$ cat src/rtl/fm_write_back_arb.sv
// fm_write_back_arb -- collects per-row output activations (fm) and guard
// bytes from NUM_ROW PE rows into small per-row FIFOs, then round-robin
// arbitrates each path onto a single buffer write port with
// auto-incrementing addresses.
//
// Ports:
//   clk, rst_n            clock, asynchronous active-low reset
//   start                 layer start pulse (honoured only in IDLE)
//   fm_base, gd_base      first write addresses, sampled on start
//   fm_data/valid/last    per-row fm beats; fm_ready back to the rows
//   gd_data/valid         per-row guard beats; gd_ready back to the rows
//   wb_fm_*               fm buffer write port (registered)
//   wb_gd_*               guard buffer write port (registered)
//   row_finish            one-cycle per-row completion pulse
//   layer_done            one-cycle layer completion pulse
//   busy                  high whenever the FSM is not in IDLE
//   wrap_err              sticky address-wrap flag
//
// Build option: define WB_WRAP_CHECK_EN to enable the address-wrap check;
// without it wrap_err is tied low.
module fm_write_back_arb #(
  parameter int NUM_ROW    = 4,
  parameter int FIFO_DEPTH = 4,
  parameter int FM_AW      = 10,
  parameter int GD_AW      = 8
) (
  input  logic                 clk,
  input  logic                 rst_n,
  input  logic                 start,
  input  logic [FM_AW-1:0]     fm_base,
  input  logic [GD_AW-1:0]     gd_base,
  input  logic [8*NUM_ROW-1:0] fm_data,
  input  logic [NUM_ROW-1:0]   fm_valid,
  input  logic [NUM_ROW-1:0]   fm_last,
  output logic [NUM_ROW-1:0]   fm_ready,
  input  logic [6*NUM_ROW-1:0] gd_data,
  input  logic [NUM_ROW-1:0]   gd_valid,
  output logic [NUM_ROW-1:0]   gd_ready,
  output logic                 wb_fm_wr_en,
  output logic [FM_AW-1:0]     wb_fm_wr_addr,
  output logic [7:0]           wb_fm_din,
  output logic                 wb_gd_wr_en,
  output logic [GD_AW-1:0]     wb_gd_wr_addr,
  output logic [5:0]           wb_gd_din,
  output logic [NUM_ROW-1:0]   row_finish,
  output logic                 layer_done,
  output logic                 busy,
  output logic                 wrap_err
);

  localparam int RW = (NUM_ROW > 1) ? $clog2(NUM_ROW) : 1;
  localparam int AW = $clog2(FIFO_DEPTH);

  typedef enum logic [1:0] {IDLE, RUN, DRAIN, DONE} state_t;

  state_t             state_q, state_d;
  logic [NUM_ROW-1:0] last_q, fin_q;
  logic [RW-1:0]      fm_rr_q, gd_rr_q;
  logic [FM_AW-1:0]   fm_ptr_q;
  logic [GD_AW-1:0]   gd_ptr_q;
  logic               fm_wr_en_q, gd_wr_en_q;
  logic [FM_AW-1:0]   fm_addr_q;
  logic [GD_AW-1:0]   gd_addr_q;
  logic [7:0]         fm_din_q;
  logic [5:0]         gd_din_q;

  logic [NUM_ROW-1:0]   fm_push, fm_pop, fm_empty, fm_full;
  logic [NUM_ROW-1:0]   gd_push, gd_pop, gd_empty, gd_full;
  logic [8*NUM_ROW-1:0] fm_head;
  logic [6*NUM_ROW-1:0] gd_head;
  logic [RW:0]          fm_pick, gd_pick;
  logic                 fm_gnt_vld, gd_gnt_vld;
  logic [RW-1:0]        fm_gnt_row, gd_gnt_row;
  logic                 start_acc, active, port_idle;

  // Returns {found, row}: first requesting row at or after 'base', wrapping.
  function automatic logic [RW:0] rr_pick(input logic [NUM_ROW-1:0] req,
                                          input logic [RW-1:0] base);
    logic [RW:0] res;
    int          idx;
    res = '0;
    // Scan farthest offset first so the nearest requester overwrites it.
    for (int k = NUM_ROW - 1; k >= 0; k--) begin
      idx = int'(base) + k;
      if (idx >= NUM_ROW) idx -= NUM_ROW;
      if (req[idx]) res = {1'b1, RW'(idx)};
    end
    return res;
  endfunction

  function automatic logic [RW-1:0] next_row(input logic [RW-1:0] row);
    return (row == RW'(NUM_ROW - 1)) ? '0 : row + 1'b1;
  endfunction

  assign start_acc = start && (state_q == IDLE);
  assign active    = (state_q != IDLE);
  assign port_idle = !fm_wr_en_q && !gd_wr_en_q;

  assign fm_ready = {NUM_ROW{state_q == RUN}} & ~fm_full & ~last_q;
  assign gd_ready = {NUM_ROW{(state_q == RUN) || (state_q == DRAIN)}} & ~gd_full;
  assign fm_push  = fm_valid & fm_ready;
  assign gd_push  = gd_valid & gd_ready;

  assign fm_pick    = rr_pick(~fm_empty, fm_rr_q);
  assign gd_pick    = rr_pick(~gd_empty, gd_rr_q);
  assign fm_gnt_vld = active && fm_pick[RW];
  assign gd_gnt_vld = active && gd_pick[RW];
  assign fm_gnt_row = fm_pick[RW-1:0];
  assign gd_gnt_row = gd_pick[RW-1:0];
  assign fm_pop     = {NUM_ROW{fm_gnt_vld}} & (NUM_ROW'(1) << fm_gnt_row);
  assign gd_pop     = {NUM_ROW{gd_gnt_vld}} & (NUM_ROW'(1) << gd_gnt_row);

  // Row completion is reported only while both write ports are quiet, so a
  // row's final beat has left the output register, and rows that drain
  // together report in the same cycle.
  assign row_finish = {NUM_ROW{((state_q == RUN) || (state_q == DRAIN)) && port_idle}}
                      & last_q & fm_empty & gd_empty & ~fin_q;

  genvar gi;
  generate
    for (gi = 0; gi < NUM_ROW; gi++) begin : g_row
      logic [7:0] fm_mem_q [FIFO_DEPTH];
      logic [5:0] gd_mem_q [FIFO_DEPTH];
      logic [AW:0] fm_wr_q, fm_rd_q, gd_wr_q, gd_rd_q;

      always_ff @(posedge clk or negedge rst_n) begin
        if (!rst_n) begin
          fm_wr_q <= '0;
          fm_rd_q <= '0;
          gd_wr_q <= '0;
          gd_rd_q <= '0;
        end else begin
          if (fm_push[gi]) fm_wr_q <= fm_wr_q + 1'b1;
          if (fm_pop[gi])  fm_rd_q <= fm_rd_q + 1'b1;
          if (gd_push[gi]) gd_wr_q <= gd_wr_q + 1'b1;
          if (gd_pop[gi])  gd_rd_q <= gd_rd_q + 1'b1;
        end
      end

      always_ff @(posedge clk) begin
        if (fm_push[gi]) fm_mem_q[fm_wr_q[AW-1:0]] <= fm_data[gi*8 +: 8];
        if (gd_push[gi]) gd_mem_q[gd_wr_q[AW-1:0]] <= gd_data[gi*6 +: 6];
      end

      // Extra MSB on the pointers separates full from empty.
      assign fm_empty[gi] = (fm_wr_q == fm_rd_q);
      assign gd_empty[gi] = (gd_wr_q == gd_rd_q);
      assign fm_full[gi]  = (fm_wr_q[AW] != fm_rd_q[AW]) &&
                            (fm_wr_q[AW-1:0] == fm_rd_q[AW-1:0]);
      assign gd_full[gi]  = (gd_wr_q[AW] != gd_rd_q[AW]) &&
                            (gd_wr_q[AW-1:0] == gd_rd_q[AW-1:0]);
      assign fm_head[gi*8 +: 8] = fm_mem_q[fm_rd_q[AW-1:0]];
      assign gd_head[gi*6 +: 6] = gd_mem_q[gd_rd_q[AW-1:0]];
    end
  endgenerate

  always_comb begin
    state_d = state_q;
    case (state_q)
      IDLE:    if (start) state_d = RUN;
      RUN:     if (&last_q) state_d = DRAIN;
      // A guard push landing this cycle would be stranded, so wait for it.
      DRAIN:   if ((&fm_empty) && (&gd_empty) && port_idle && !(|gd_push))
                 state_d = DONE;
      DONE:    state_d = IDLE;
      default: state_d = IDLE;
    endcase
  end

  always_ff @(posedge clk or negedge rst_n) begin
    if (!rst_n) begin
      state_q    <= IDLE;
      last_q     <= '0;
      fin_q      <= '0;
      fm_rr_q    <= '0;
      gd_rr_q    <= '0;
      fm_ptr_q   <= '0;
      gd_ptr_q   <= '0;
      fm_wr_en_q <= 1'b0;
      gd_wr_en_q <= 1'b0;
      fm_addr_q  <= '0;
      gd_addr_q  <= '0;
      fm_din_q   <= '0;
      gd_din_q   <= '0;
    end else begin
      state_q <= state_d;
      if (start_acc) begin
        fm_ptr_q <= fm_base;
        gd_ptr_q <= gd_base;
        fm_rr_q  <= '0;
        gd_rr_q  <= '0;
        last_q   <= '0;
        fin_q    <= '0;
      end else begin
        last_q <= last_q | (fm_push & fm_last);
        fin_q  <= fin_q | row_finish;
        if (fm_gnt_vld) begin
          fm_ptr_q <= fm_ptr_q + 1'b1;
          fm_rr_q  <= next_row(fm_gnt_row);
        end
        if (gd_gnt_vld) begin
          gd_ptr_q <= gd_ptr_q + 1'b1;
          gd_rr_q  <= next_row(gd_gnt_row);
        end
      end
      fm_wr_en_q <= fm_gnt_vld;
      gd_wr_en_q <= gd_gnt_vld;
      if (fm_gnt_vld) begin
        fm_addr_q <= fm_ptr_q;
        fm_din_q  <= fm_head[int'(fm_gnt_row)*8 +: 8];
      end
      if (gd_gnt_vld) begin
        gd_addr_q <= gd_ptr_q;
        gd_din_q  <= gd_head[int'(gd_gnt_row)*6 +: 6];
      end
    end
  end

`ifdef WB_WRAP_CHECK_EN
  logic wrap_q;
  // Grants only happen during a layer; a grant at all-ones wraps the pointer.
  always_ff @(posedge clk or negedge rst_n) begin
    if (!rst_n)
      wrap_q <= 1'b0;
    else if (start_acc)
      wrap_q <= 1'b0;
    else if ((fm_gnt_vld && (&fm_ptr_q)) || (gd_gnt_vld && (&gd_ptr_q)))
      wrap_q <= 1'b1;
  end
  assign wrap_err = wrap_q;
`else
  assign wrap_err = 1'b0;
`endif

  assign wb_fm_wr_en   = fm_wr_en_q;
  assign wb_fm_wr_addr = fm_addr_q;
  assign wb_fm_din     = fm_din_q;
  assign wb_gd_wr_en   = gd_wr_en_q;
  assign wb_gd_wr_addr = gd_addr_q;
  assign wb_gd_din     = gd_din_q;
  assign layer_done    = (state_q == DONE);
  assign busy          = active;

endmodule

$ cat config.mk
export PLATFORM = sky130hd
export DESIGN_NAME = fm_write_back_arb
export DESIGN_NICKNAME = d
export VERILOG_FILES = /design/src/rtl/fm_write_back_arb.sv
export SDC_FILE = /design/constraint.sdc
export NUM_CORES = 1
export LEC_CHECK = 0
export ABC_CLOCK_PERIOD_IN_PS = 4900
export CORE_UTILIZATION = 55
export DETAILED_ROUTE_END_ITERATION = 8
export PLACE_DENSITY = 0.89
export SLEW_MARGIN = 20
export SYNTH_ARGS = -nofsm -noshare
export SYNTH_HDL_FRONTEND = slang
export SYNTH_SLANG_ARGS = --single-unit
$ cat constraint.sdc
create_clock -name clk -period 4.9 [get_ports clk]
set_clock_uncertainty 0.1 [all_clocks]
set_input_delay 0.98 -clock clk [delete_from_list [all_inputs] [get_ports clk]]
set_output_delay 0.98 -clock clk [all_outputs]
set_load 0.01 [all_outputs]
==> results of run 1 <==
==> metal layers <==
layer  wire (um)  part of all wire  up-vias
met5           0                 0        -
met4         818             0.026        0
met3        2050             0.066       59
met2       15800              0.51      335
met1       12500              0.40     4194
li1            -                 -     3755
==> placed cells by master, fill, tap and decap left out, types with 3 or more instances in the layout <==
cell                              instances
sky130_fd_sc_hd__nand4_1                  6
sky130_fd_sc_hd__o31ai_1                  4
sky130_fd_sc_hd__mux2i_1                 29
sky130_fd_sc_hd__a21oi_1                 13
sky130_fd_sc_hd__nand3_1                 15
sky130_fd_sc_hd__o21ai_2                  3
sky130_fd_sc_hd__xor2_1                  37
sky130_fd_sc_hd__a21o_1                  15
sky130_fd_sc_hd__or3_1                    4
sky130_fd_sc_hd__bufinv_16                3
sky130_fd_sc_hd__o21ai_0                 24
sky130_fd_sc_hd__nand2_1                 96
sky130_fd_sc_hd__a221oi_1                 3
sky130_fd_sc_hd__nor3_2                   3
sky130_fd_sc_hd__clkdlybuf4s50_1        135
sky130_fd_sc_hd__nand2b_1                 5
sky130_fd_sc_hd__buf_4                    7
sky130_fd_sc_hd__ha_1                    49
sky130_fd_sc_hd__xnor2_1                 32
sky130_fd_sc_hd__and2_1                   8
sky130_fd_sc_hd__nor3_1                   9
sky130_fd_sc_hd__inv_1                   35
sky130_fd_sc_hd__nor2_1                  24
sky130_fd_sc_hd__mux4_2                  56
sky130_fd_sc_hd__and3_1                  34
sky130_fd_sc_hd__clkbuf_8                 3
sky130_fd_sc_hd__mux2_2                  12
sky130_fd_sc_hd__edfxtp_1               224
sky130_fd_sc_hd__clkbuf_1                11
sky130_fd_sc_hd__clkbuf_16               36
sky130_fd_sc_hd__clkinv_2                 5
sky130_fd_sc_hd__o22ai_1                 14
sky130_fd_sc_hd__dfrtp_1                114
==> metrics by stage <==
step                      setup slack (ps)  hold slack (ps)
after floorplan                       2230              348
after global placement                1250              361
after detailed placement              1210              364
after CTS                              600              386
after global routing                   437              394
final                                  617              381
==> cells by family after synthesis <==
logic type               count (synthesis)  share of synthesized area
flip-flops                             338                      0.663
AND/OR/NAND/NOR                        213                     0.0709
buffers and inverters                   71                     0.0216
XOR/XNOR                                69                     0.0418
adder cells (fa/ha/maj)                 49                     0.0424
other                                    1                   0.000260
multiplexers                            98                      0.118
AO/OA/AOI/OAI                           92                     0.0422
==> synthesized netlist by cell type, drive strengths merged (25+ instances only) <==
master  number
and3        34
dfrtp      114
edfxtp     224
ha          49
inv         35
mux2i       29
mux4        56
nand2       96
nor2        25
o21ai       27
xnor2       32
xor2        37
==> final cells by class <==
class	count	area, um^2
fillers	1626	8220
multi-input cells	522	4570
well taps	330	413
repair buffers	143	1420
diodes	1	2.50
clock buffers	50	983
flip-flops and latches	338	9580
clock inverters	14	164
inverters	35	131
==> tightest hold or removal path, cell delays in order (launching register included) <==
cell and delay, ps:
sky130_fd_sc_hd__dfrtp_1 340, sky130_fd_sc_hd__nand2_1 50, sky130_fd_sc_hd__nand2_1 60
==> worst paths after layout <==
kind / start / to / slack (ps) / cells after the start
max: g_row[0].fm_rd_q[0] / row_finish[0] / 620 / 6
min in group asynchronous: rst_n / g_row[2].fm_rd_q[0] / 390 / 1
min: wb_gd_wr_addr[0] / wb_gd_wr_addr[0] / 380 / 2
max reg2reg: g_row[1].fm_rd_q[0] / g_row[3].fm_rd_q[1] / 1210 / 9
min reg2reg: wb_gd_wr_addr[0] / wb_gd_wr_addr[0] / 380 / 2
max in group asynchronous: rst_n / wb_fm_wr_addr[6] / 3300 / 2
==> power breakdown <==
group / internal [mW] / total [mW] / switching [mW]
sequential: 3.81 / 4.54 / 0.731
combinational: 2.16 / 4.61 / 2.45
clock: 1.57 / 2.65 / 1.08
==> flip-flops by register name (all words and copies together) (netlist names), 6 cells and up <==
| name | flops |
|---|---|
| g_row.fm_rd_q | 12 |
| wb_gd_din | 6 |
| fm_ptr_q | 10 |
| g_row.fm_wr_q | 12 |
| wb_fm_din | 8 |
| g_row.gd_mem_q | 96 |
| g_row.gd_wr_q | 12 |
| g_row.fm_mem_q | 128 |
| g_row.gd_rd_q | 12 |
| wb_gd_wr_addr | 8 |
| wb_fm_wr_addr | 10 |
| gd_ptr_q | 8 |
==> flow_metrics.env, run 1 <==
export IMPL_cts_setup_buffers=0
export IMPL_grt_busiest_layer="met2"
export IMPL_post_synth_instance_area_um2=14400
export IMPL_rsz0062_at_grt="false"
export IMPL_groute_usage_overall=0.242
export IMPL_drcViolationCount=0
export IMPL_timing_worst_slew_pin_value_ps=747
export IMPL_grt_pass1_wl_mm=48.7
export IMPL_dp_cells=1368
export IMPL_cap_viol_max_count=0
export IMPL_outcome="finished, final reports clean"
export IMPL_period_minus_slack_ps=4280
export IMPL_synth_area_leaders="sky130_fd_sc_hd__edfxtp_1, sky130_fd_sc_hd__dfrtp_1, sky130_fd_sc_hd__mux4_2"
export IMPL_post_detailed_placement_cell_area_um2=16100
export IMPL_first_iter_violations=930
export IMPL_slew_headroom=0.502
export IMPL_grt_overflow_total=0
export IMPL_design_power_total_mw=11.8
export IMPL_tns_ps=0
export IMPL_crit_family="simple AND/OR/NAND/NOR gates"
export IMPL_critical_path_startpoint_type="register"
export IMPL_post_dp_hpwl_mm=21.2
export IMPL_ys_seq_elements=338
export IMPL_synth_largest_area_cell="sky130_fd_sc_hd__edfxtp_1"
export IMPL_cts_buffers_inserted=35
export IMPL_ys_seq_area_frac=0.663
export IMPL_criticalPathCategory="register to output pin"
export IMPL_placement_io_buffers=136
export IMPL_synth_cell_types=52
export IMPL_die_width_um=164
export IMPL_die_y_um=164
export IMPL_io_pin_count=138
export IMPL_avgSynthCellArea_um2=15.5
export IMPL_drt_pass1_iterations=5
export IMPL_vias_per_cell=5.82
export IMPL_setup_viol=0
export IMPL_synth_async_sr_flop_share=0.337
export IMPL_nNetsFinal=1213
export IMPL_critical_path_buf_inv_count=1
export IMPL_wl_per_cell_um=21.7
export IMPL_post_layout_nonfiller_instances=1433
export IMPL_yosys_most_used_dff="sky130_fd_sc_hd__edfxtp_1"
export IMPL_rows=58
export IMPL_drt_total_wl_mm=31.2
export IMPL_timing_critical_path_fanout_max=11
export IMPL_groute_layer_met2_usage=0.409
export IMPL_yosys_area_top_type_share=0.466
export IMPL_worst_min_path_class="register to register"
export IMPL_fin_area_um2=17300
export IMPL_grt_met1_usage=0.323
export IMPL_worst_ep_arrival_time_ps=3200
export IMPL_postCtsResizedCells=0
export IMPL_clkSinkCount=338
export IMPL_hold_buffers=0
export IMPL_p_leak_nw=6.67
export IMPL_synthesis_yosys_warnings=0
export IMPL_grt_max_degree=78
export IMPL_h_tree_depth=2
export IMPL_final_core_utilization=0.677
export IMPL_power_per_cell_area_nw_per_um2=684
export IMPL_synth_net_count=1069
export IMPL_crit_slowest_cell="sky130_fd_sc_hd__dfrtp_1"
export IMPL_ctsLongestPathBuffers=3
export IMPL_initial_core_util=0.567
export IMPL_grt_met3_usage=0.0384
export IMPL_antenna_found_initial=1
export IMPL_final_number_of_max_transition_violations=0
export IMPL_synth_edf_count=224
export IMPL_tritoncts_clock_tree="yes"
export IMPL_cts_root_buf="sky130_fd_sc_hd__clkbuf_16"
export IMPL_route_antenna_remaining_nets=0
export IMPL_gpl_final_weighted_congestion=0.788
export IMPL_via_count_of_the_first_global_routing_pass=8722
export IMPL_dr_total_vias=8343
export IMPL_post_route_period_util=0.874
export IMPL_cp_required_ps=3820
export IMPL_hold_violations=0
export IMPL_core_um2=25500
export IMPL_drive_above_1_share=0.126
export IMPL_clk_pin_slew_ps=60
export IMPL_vdd_ir_drop_worst_mv=0.547
export IMPL_synth_instances=931
export IMPL_crit_end_element="output pin"
export IMPL_areaGrowthSynthToFinish_pct=19.4
export IMPL_max_freq_mhz=234
export IMPL_slowest_delay_ps=770
export IMPL_timing_critical_path_cells="xor2_1 -> or3_1 -> nor2_4 -> nand3_1 -> nor2_1 -> clkdlybuf4s50_1"
export IMPL_clock_insertion_delay_worst_skew_ps=520
export IMPL_die_area_um2=26900
(Power assumes the default switching activity.)
==> run 2: changes to the inputs <==
--- a/config.mk
+++ b/config.mk
@@ -5,6 +5,7 @@
 export SDC_FILE = /design/constraint.sdc
 export NUM_CORES = 1
 export LEC_CHECK = 0
+export ABC_AREA = 1
 export ABC_CLOCK_PERIOD_IN_PS = 4900
 export CORE_UTILIZATION = 55
 export DETAILED_ROUTE_END_ITERATION = 8
==> run 2 against run 1 <==
Effect of this change: die area up 7.3%; critical path type unchanged; first-iteration DRC count rose by 36%; synthesized area up 7.4%; clock power grew 5%; highest routed layer is now met5.
==> flow_metrics.env, run 2 <==
export IMPL_ctsLongestPathBuffers=3
export IMPL_avgSynthCellArea_um2=10.7
export IMPL_yosys_most_used_dff="sky130_fd_sc_hd__edfxtp_1"
export IMPL_diodes=0
export IMPL_synth_edf_count=224
export IMPL_dr_total_vias=11300
export IMPL_outcome="finished, final reports clean"
export IMPL_placement_io_buffers=136
export IMPL_nNetsFinal=1707
export IMPL_route_antenna_remaining_nets=0
export IMPL_drt_pass1_iterations=8
export IMPL_synth_net_count=1587
export IMPL_drcViolationCount=0
export IMPL_final_core_utilization=0.658
export IMPL_synth_area_leaders="sky130_fd_sc_hd__edfxtp_1, sky130_fd_sc_hd__dfrtp_1, sky130_fd_sc_hd__nand2_1"
export IMPL_clockPowerShare=0.214
export IMPL_via_count_of_the_first_global_routing_pass=11200
export IMPL_layout_common_cells="sky130_fd_sc_hd__nand2_1, sky130_fd_sc_hd__edfxtp_1, sky130_fd_sc_hd__clkdlybuf4s50_1"
export IMPL_post_route_period_util=0.822
export IMPL_fin_area_um2=18300
export IMPL_post_dp_hpwl_mm=24.2
export IMPL_tritoncts_clock_tree="yes"
export IMPL_vias_per_cell=5.72
export IMPL_timing_worst_slew_pin_value_ps=1030
export IMPL_drt_total_wl_mm=36.2
export IMPL_final_common_cell="sky130_fd_sc_hd__nand2_1"
export IMPL_ys_seq_elements=338
export IMPL_postCtsResizedCells=0
export IMPL_rows=61
export IMPL_crit_end_element="output pin"
export IMPL_io_pin_count=138
export IMPL_post_synth_instance_area_um2=15500
export IMPL_rr_startpoint="g_row[1].gd_rd_q[0]"
export IMPL_synth_largest_area_cell="sky130_fd_sc_hd__edfxtp_1"
export IMPL_yosysMostFrequentCell="sky130_fd_sc_hd__nand2_1"
export IMPL_worst_ep_arrival_time_ps=2950
export IMPL_largest_register_ff_count=128
export IMPL_synth_async_sr_flop_share=0.337
export IMPL_cp_required_ps=3820
export IMPL_die_area_um2=28900
export IMPL_grt_pass1_wl_mm=57.1
export IMPL_yosys_area_top_type_share=0.434
export IMPL_crit_start="state_q[0]"
export IMPL_gpl_final_weighted_congestion=0.893
export IMPL_power_frac_seq=0.351
export IMPL_drive_above_1_share=0.0702
export IMPL_initial_core_util=0.558
export IMPL_period_minus_slack_ps=4030
export IMPL_post_detailed_placement_cell_area_um2=17100
export IMPL_core_um2=27800
export IMPL_grt_overflow_total=0
export IMPL_hold_buffers=0
export IMPL_grt_max_degree=44
export IMPL_worst_r2r_cell_count=10
export IMPL_setup_viol=0
export IMPL_vdd_ir_drop_worst_mv=0.413
export IMPL_reg2reg_to="gd_ptr_q[2]"
export IMPL_switching_share=0.418
export IMPL_clkSinkCount=338
export IMPL_timing_critical_path_fanout_max=5
export IMPL_rsz0062_at_grt="false"
export IMPL_tns_ps=0
export IMPL_cts_buffers_inserted=36
export IMPL_cap_viol_max_count=0
export IMPL_share_of_total_power_in_combinational_logic=0.434
export IMPL_hold_violations=0
export IMPL_final_number_of_max_transition_violations=0
export IMPL_worst_min_path_class="primary input to asynchronous set/reset pin"
export IMPL_reg2reg_slack_ps=1480
export IMPL_clk_pin_slew_ps=60
export IMPL_die_width_um=170
export IMPL_synthTopCellsByCount="sky130_fd_sc_hd__nand2_1, sky130_fd_sc_hd__edfxtp_1, sky130_fd_sc_hd__inv_1, sky130_fd_sc_hd__dfrtp_1, sky130_fd_sc_hd__nand3_1"
export IMPL_max_freq_mhz=248
export IMPL_p_int_mw=7.54
export IMPL_cts_setup_buffers=0
export IMPL_p_leak_nw=7.43
export IMPL_clock_insertion_delay_worst_skew_ps=530
export IMPL_synth_instances=1449
export IMPL_die_y_um=170
export IMPL_first_iter_violations=1267
export IMPL_power_per_cell_area_nw_per_um2=709
export IMPL_areaGrowthSynthToFinish_pct=17.8
export IMPL_groute_usage_overall=0.254
export IMPL_slew_headroom=0.309
export IMPL_synthesis_yosys_warnings=0
export IMPL_ys_seq_area_frac=0.618
export IMPL_h_tree_depth=2
export IMPL_wl_per_cell_um=18.3
export IMPL_cts_root_buf="sky130_fd_sc_hd__clkbuf_16"
export IMPL_synth_cell_types=43
export IMPL_antenna_found_initial=1
export IMPL_criticalPathCategory="register to output pin"
export IMPL_critical_path_startpoint_type="register"
export IMPL_switching_power_mw=5.41
## run 2: changes by cell type in the layout (fill, tap and decap cells not counted), sizes merged, moves of 29 or more
cell	delta
nand3	+92
mux4	-56
a32o	+56
and3	-34
nand2	+313
inv	+105
nor2	+38
a21oi	+66
mux2i	-29
## run 2: worst max-delay path by stage
| stage | slack [ps] | end | depth (start not counted) |
|---|---|---|---|
| detailed placement | 1440 | row_finish[1] | 8 |
| floorplan | 2220 | row_finish[1] | 7 |
| global route | 730 | row_finish[1] | 8 |
| global placement | 1540 | row_finish[1] | 8 |
| finish | 870 | row_finish[1] | 8 |
| CTS | 920 | row_finish[1] | 8 |
## run 2: stage by stage
stage                     hold slack [ps]  total power, mW  cells  setup WS (ps)
after floorplan                       361             8.39   1449           2220
after global placement                364             9.68   1909           1540
after detailed placement              366             9.96   1909           1440
after CTS                             367             12.9   1973            918
after global routing                  387             13.8   1973            726
final                                 346             12.9   1973            872
## run 2: kinds of logic (layout without fill, tap and decap cells)
kind of cell               count (synthesis)  after routing  synth area share
other                                      1              1          0.000242
and+or+nand+nor                          614            614             0.171
xor gates and xnor gates                  48             48            0.0307
AOI/OAI and AO/OA                        199            199            0.0851
adders and majority gates                 49             49            0.0395
buffers and inverters                    198            344            0.0544
DFF                                      338            338             0.618
muxes                                      2              2           0.00145
## run 2: layout make-up
class,count,area (um^2)
Timing Repair Buffer,139,1380
Multi-Input combinational cell,913,5090
Clock inverter,19,239
Fill cell,1955,9510
Sequential cell,338,9580
Clock buffer,45,966
Tap cell,378,473
Inverter,141,542
## run 2: power by group through the flow
stage / Combinational [mW] / Clock [mW] / Sequential, mW
floorplan: 4.14 / 0 / 4.26
finish: 5.62 / 2.77 / 4.55
global placement: 5.16 / 0 / 4.52
detailed placement: 5.39 / 0 / 4.57
CTS: 5.55 / 2.79 / 4.53
global route: 6.22 / 2.91 / 4.63
## run 2: metal layers
layer  up-vias  share of wire  GRT usage
li1       5215              -          -
met1      5388           0.40      0.321
met2       576           0.49      0.432
met3       114          0.077     0.0456
met4         2          0.037      0.103
met5         -        0.00033          0
## run 2: worst max-delay path, stage by stage, from the launching register on
cell	delay, ps
sky130_fd_sc_hd__dfrtp_1	400
sky130_fd_sc_hd__inv_1	100
sky130_fd_sc_hd__ha_1	390
sky130_fd_sc_hd__inv_1	80
sky130_fd_sc_hd__nor2_1	230
sky130_fd_sc_hd__nand2_1	80
sky130_fd_sc_hd__or3_1	400
sky130_fd_sc_hd__nor2_1	200
sky130_fd_sc_hd__clkdlybuf4s50_1	570
